`src/rtl/if_fetch_unit.sv`:
```
// Instruction-fetch front end: a single-outstanding-request fetch FSM with PC
// redirect (flush), downstream stall hold and squash of in-flight responses.
module if_fetch_unit #(
  parameter int unsigned             DATA_LEN = 32,
  parameter logic [DATA_LEN-1:0]     RESET_PC = DATA_LEN'(32'h0000_0000)
) (
  input  logic                clk_i,
  input  logic                rst_i,
  input  logic                Stall_i,
  input  logic                Flush_i,
  input  logic [DATA_LEN-1:0] BranchTarget_i,
  output logic                imem_req_o,
  output logic [DATA_LEN-1:0] imem_addr_o,
  input  logic                imem_ready_i,
  input  logic                imem_valid_i,
  input  logic [DATA_LEN-1:0] imem_data_i,
  output logic [DATA_LEN-1:0] PC_o,
  output logic [DATA_LEN-1:0] inst_o,
  output logic                inst_valid_o,
  output logic                fetch_busy_o
);

  localparam logic [1:0] FETCH = 2'd0;
  localparam logic [1:0] WAIT  = 2'd1;
  localparam logic [1:0] READY = 2'd2;

  localparam logic [DATA_LEN-1:0] NOP = DATA_LEN'(32'h0000_0033);

  logic [1:0]          state_q, state_d;
  logic [DATA_LEN-1:0] pc_q, pc_d;
  logic                squash_q, squash_d;
  logic [DATA_LEN-1:0] inst_q, inst_d;
  logic [DATA_LEN-1:0] flush_pc;

  // Redirect targets are word aligned; the low two bits are masked off.
  assign flush_pc = BranchTarget_i & ~DATA_LEN'(3);

  always_comb begin
    state_d  = state_q;
    pc_d     = pc_q;
    squash_d = squash_q;
    inst_d   = inst_q;
    case (state_q)
      FETCH: begin
        // A request accepted in the same cycle as a flush is for the old PC,
        // so its response must be dropped.
        if (imem_ready_i) begin
          state_d  = WAIT;
          squash_d = Flush_i;
        end
        if (Flush_i) pc_d = flush_pc;
      end
      WAIT: begin
        if (imem_valid_i) begin
          squash_d = 1'b0;
          if (Flush_i || squash_q) begin
            state_d = FETCH;
          end else begin
            state_d = READY;
            inst_d  = imem_data_i;
          end
        end else if (Flush_i) begin
          squash_d = 1'b1;
        end
        if (Flush_i) pc_d = flush_pc;
      end
      READY: begin
        if (Flush_i) begin
          pc_d    = flush_pc;
          state_d = FETCH;
        end else if (!Stall_i) begin
          pc_d    = pc_q + DATA_LEN'(4);
          state_d = FETCH;
        end
      end
      default: state_d = FETCH;
    endcase
  end

  always_ff @(posedge clk_i or negedge rst_i) begin
    if (!rst_i) begin
      state_q  <= FETCH;
      pc_q     <= RESET_PC;
      squash_q <= 1'b0;
      inst_q   <= NOP;
    end else begin
      state_q  <= state_d;
      pc_q     <= pc_d;
      squash_q <= squash_d;
      inst_q   <= inst_d;
    end
  end

  assign imem_req_o   = (state_q == FETCH);
  assign imem_addr_o  = pc_q;
  assign PC_o         = pc_q;
  assign inst_valid_o = (state_q == READY);
  assign inst_o       = inst_valid_o ? inst_q : NOP;
  assign fetch_busy_o = ~inst_valid_o;

endmodule
```
`config.mk`:
```
export PLATFORM = sky130hd
export DESIGN_NAME = if_fetch_unit
export DESIGN_NICKNAME = d
export VERILOG_FILES = /design/src/rtl/if_fetch_unit.sv
export SDC_FILE = /design/constraint.sdc
export NUM_CORES = 1
export LEC_CHECK = 0
export CAP_MARGIN = 20
export CORE_UTILIZATION = 38
export DETAILED_ROUTE_END_ITERATION = 6
export PLACE_DENSITY = 0.74
export SYNTH_ARGS = -nofsm -noshare
export SYNTH_HDL_FRONTEND = slang
export SYNTH_SLANG_ARGS = --single-unit
```
`constraint.sdc`:
```
create_clock -name clk_i -period 2 [get_ports clk_i]
set_input_delay 0.3 -clock clk_i [delete_from_list [all_inputs] [get_ports clk_i]]
set_output_delay 0.3 -clock clk_i [all_outputs]
set_load 0.005 [all_outputs]
```
Word level (Yosys, flattened, before mapping) --
Cells that the tools add are included.
Storage, ports and cells: bits of input ports 70, flip-flop bits (word level) 67, output and inout port bits 99, word-level logic and storage cells 38
Cells by class: bitwise logic cells 2, $add $sub $neg 1, reductions and logical operators 9, muxes and demuxes 15, equality and inequality tests 7
Operators with widths (number):
- $mux 32 | 4
- $pmux 32 s2 | 1
- $add 32x3->32 const B | 1
- $reduce_and 3->1 | 4
- $mux 2 | 5
- $ne 3x3->1 const B | 2
- $pmux 2 s3 | 1
- $ne 2x1->1 const B | 2
- $reduce_bool 2->1 | 2
- $mux 1 | 3
- $eq 2x1->1 const B | 1
- $eq 2x2->1 const B | 1
- $logic_not 2->1 | 1
- $ne 2x2->1 const B | 1
- $not 1->1 | 2
- $pmux 1 s2 | 1
- $reduce_or 2->1 | 1
- $logic_or 1x1->1 | 1

Longest topological paths before layout --
depth in word-level cells 4, mapped depth 9, gate-level depth less buffers 6

Least setup slack after synthesis --
Ideal clock, no wire load.
path type reg-to-reg, start point register pc_q[2], in the netlist PC_o[2], end point register pc_q[28], in the netlist PC_o[28], slack 0.175 ns, required time 1.929 ns, cell stages (with the launch flop) 7, arrival time 1.754 ns, buffers on the path 0, period minus slack after synthesis 1.825 ns, library setup time 0.071 ns, cells stage by stage dfrtp_1 -> ha_1 -> nand4_1 -> nor4_4 -> nand4_1 -> or4_1 -> nand4_1
On the way: longest elaborated chain between the ends 4
Ends and longest elaborated chain:
- from (decl) | RTL line 30 | logic [DATA_LEN-1:0] pc_q, pc_d;
- from (signal assigned) | RTL line 88 | pc_q <= pc_d;
- $add 32x3->32 | RTL line 72 | pc_d = pc_q + DATA_LEN'(4);
- $mux 32 | RTL line 71 | end else if (!Stall_i) begin
- $mux 32 | RTL line 68 | if (Flush_i) begin
- $pmux 32 s2 | RTL line 43 | case (state_q)
No other way between the ends. The select of a mux whose other input is x is not followed. A chain may end at the register's enable or synchronous reset.

Worst setup path after layout --
start point register state_q[0], end point output port inst_valid_o
On the way: longest elaborated chain between the ends 1
Ends and longest elaborated chain:
- from (decl) | RTL line 29 | logic [1:0] state_q, state_d;
- from (signal assigned) | RTL line 87 | state_q <= state_d;
- $eq 2x2->1 | RTL line 97 | assign inst_valid_o = (state_q == READY);
- to (decl) | RTL line 19 | output logic inst_valid_o,
No other way between the ends.

==> impl_metrics.csv <==
group,metric,value,unit
outcome,outcome,"completed",
clocking,clkSlewWorstSetupHoldPaths,80,ps
critical_path,endpoint_kind,"output port",
timing,period_needed,1950,ps
detailed_routing,vias,3725,
logic_synthesis,synth.area.top_cells,"dfrtp_1 40%, mux2_2 9.4%, buf_4 6.7%",
detailed_routing,drcViolationCount,0,
critical_path,critPathMaxFanout,17,
logic_synthesis,synthArstFlopShare,1.00,
critical_path,critPathLaunchType,"register",
clocking,cts_buffer_depth,2,
clocking,cts_root_buffer,"clkbuf_8",
placement,portBuffers,162,
critical_path,crit_type,"reg -> out",
grt,overflow,0,
final_layout,final_layout_size_suffix_gt1_frac,0.226,
timing,final.setup_skew,7.84,ps
placement,dp_slack,-75.2,ps
clocking,tritoncts,"done",
logic_synthesis,yosysTopAreaCellShare,0.399,
clocking,clk_latency,340,ps
detailed_routing,ant_nets,0,
timing,hold_viol_final,0,
timing,fin_crit_sh,0.975,
critical_path,critPathTopFamily,"buffers and inverters",
detailed_routing,drtIter0Drc,143,
timing,slew_violations,0,
floorplanning,boundaryPins,169,
logic_synthesis,ys_ff_latch,65,
floorplanning,rows,36,
critical_path,arrival,1650,ps
power_and_ir_drop,p_leak,2.61,nW
timing,rsz0062_at_grt,"true",
timing,setup_ws,50.9,ps
floorplanning,start_util,0.391,
critical_path,cp_cell_sequence,"and2b_4 > buf_12 > clkdlybuf4s50_1",
grt,grt_max_degree,66,
final_layout,synthToLayoutAreaGrowth,56.8,%
power_and_ir_drop,ir_drop,0.344,mV
timing,clock.fmax,513,MHz
logic_synthesis,yosysTopAreaCell,"dfrtp_1",
placement,dp_hpwl,8140,µm
grt,grt_use_total,0.217,
floorplanning,core_area,9770,µm²
logic_synthesis,ys_warn_count,0,
grt,grt_pass1_vias,3591,
detailed_routing,first_pass_iters,5,
detailed_routing,wl_per_cell,16.3,µm
logic_synthesis,syn_area,3820,µm²
min_path,holdCritPathClass,"reg -> reg",
final_layout,fillCellCount,858,
clocking,h-tree-depth,3,
logic_synthesis,synth_cell_types,55,
final_layout,diodes,0,
run,maxCapViolations,0,
timing,setup_viol,0,
clocking,clock-sinks,65,
critical_path,max_stage_delay,500,ps
logic_synthesis,synth_area_per_cell,9.63,µm²
critical_path,cp_slowest_cell,"clkdlybuf4s50_1",
logic_synthesis,synth_edf_count,0,
power_and_ir_drop,power.density,814,nW/µm²
floorplanning,dieWidth,102,µm
final_layout,final_util,0.613,
grt,antenna_found_initial,0,
placement,gp_congestion,0.851,
detailed_routing,vias_per_cell,5.26,
floorplanning,die_area,10500,µm²
final_layout,nets,641,
detailed_routing,wl,11500,µm
critical_path,path_buf_inv,2,
clocking,cts_buffers,9,
critical_path,worstPathRequired,1700,ps
logic_synthesis,synth-seq-area-share,0.427,
logic_synthesis,netlist_instances,397,
floorplanning,die_h,102,µm
grt,grt_pass1_wl,17300,µm
logic_synthesis,synth_flop_cell,"dfrtp_1",
==> state kept, by name, indices dropped and copies added, names as in the netlist <==
| register | flops |
|---|---|
| state_q | 2 |
| PC_o | 30 |
| squash_q | 1 |
| inst_q | 32 |
==> worst paths after layout <==
check / from / to / slack (ps) / cells after the start
min reg2reg: inst_q[18] / inst_q[18] / 500 / 1
max: state_q[0] / inst_valid_o / 50 / 3
max reg2reg: PC_o[3] / PC_o[28] / 70 / 6
min: inst_q[18] / inst_q[18] / 500 / 1
max in group asynchronous: rst_i / inst_q[5] / 1170 / 3
min in group asynchronous: rst_i / inst_q[3] / 510 / 3
==> cells by family after synthesis <==
group,count (synthesis),synth area share
AND/OR/NAND/NOR,153,0.228
AO/OA/AOI/OAI,79,0.133
flip-flops,65,0.427
adder cells (fa/ha/maj),1,0.00327
buffers and inverters,61,0.0999
other,1,0.000981
multiplexers,37,0.107
==> Yosys cell counts, types with 9 or more instances <==
cell and instances:
clkbuf_1 13, nand3_1 14, nor2_1 25, nand2_1 30
mux2_2 32, buf_4 34, nor3_1 9, and2_1 31
nand4_1 11, a21oi_1 20, dfrtp_1 61, o21ai_0 19
==> stage by stage <==
| step | std cells | power [mW] | cell area [µm²] | hold WS, ps | setup TNS [ps] |
|---|---|---|---|---|---|
| 3_5_place_dp | 681 | 3.59 | 5640 | 351 | -255 |
| 3_3_place_gp | 681 | 3.52 | 5640 | 346 | -68.5 |
| 2_1_floorplan | 400 | 2.80 | 3830 | 4.41 | 0 |
| 6_report | 708 | 4.88 | 5990 | 498 | 0 |
| 5_1_grt | 708 | 5.13 | 5990 | 515 | -83.0 |
| 4_1_cts | 700 | 4.88 | 5860 | 501 | -156 |
==> power breakdown <==
group          total (mW)  internal, mW  switching [mW]
Combinational        1.54         0.987           0.551
Sequential           2.04          1.76           0.278
Clock                1.30         0.766           0.535
==> cell usage in the layout (no fill, tap or decap), types with 3 or more instances in the layout <==
cell type and count:
nand4_1 11, clkbuf_8 11, nand2b_1 4, dfrtp_2 3, conb_1 4, nor3_1 9
a31oi_1 4, a311oi_1 4, and4_1 4, nand2_1 30, dlygate4sd2_1 29, a21oi_1 19
buf_4 46, buf_12 5, and2_1 30, dfstp_2 4, mux2_2 32, o22ai_1 6
clkdlybuf4s50_1 128, clkdlybuf4s15_1 3, nor2_1 24, and3_1 8, a2bb2oi_1 7, mux2i_1 5
o21ai_0 19, dfrtp_1 58, nand3_1 14
==> layout make-up <==
type / instances / area, µm² / area share
Timing Repair Buffer: 217 / 2090 / 0.348
Clock buffer: 11 / 151 / 0.0253
Clock inverter: 5 / 77.6 / 0.0129
Inverter: 3 / 11.3 / 0.00188
Tap cell: 133 / 166 / 0.0278
Sequential cell: 65 / 1640 / 0.273
Multi-Input combinational cell: 274 / 1860 / 0.311
==> per-layer routing <==
layer / GRT usage / vias up / routed length, µm
met5: 0 / - / 0
met4: 0.0912 / 0 / 208
met3: 0.0534 / 19 / 865
met2: 0.358 / 167 / 5540
met1: 0.270 / 1805 / 4920
li1: - / 1734 / -
==> repair_timing <==
item / CTS / global route
setup endpoints to repair: 33 / 4
hold buffers: 1 / 0
gates cloned: 0 / 1
endpoints found under the hold margin: 61 / 0
pin swaps: 0 / 6
buffers inserted: 2 / 7
gates resized for setup: 35 / 16
Power figures use the tool's default switching activity.
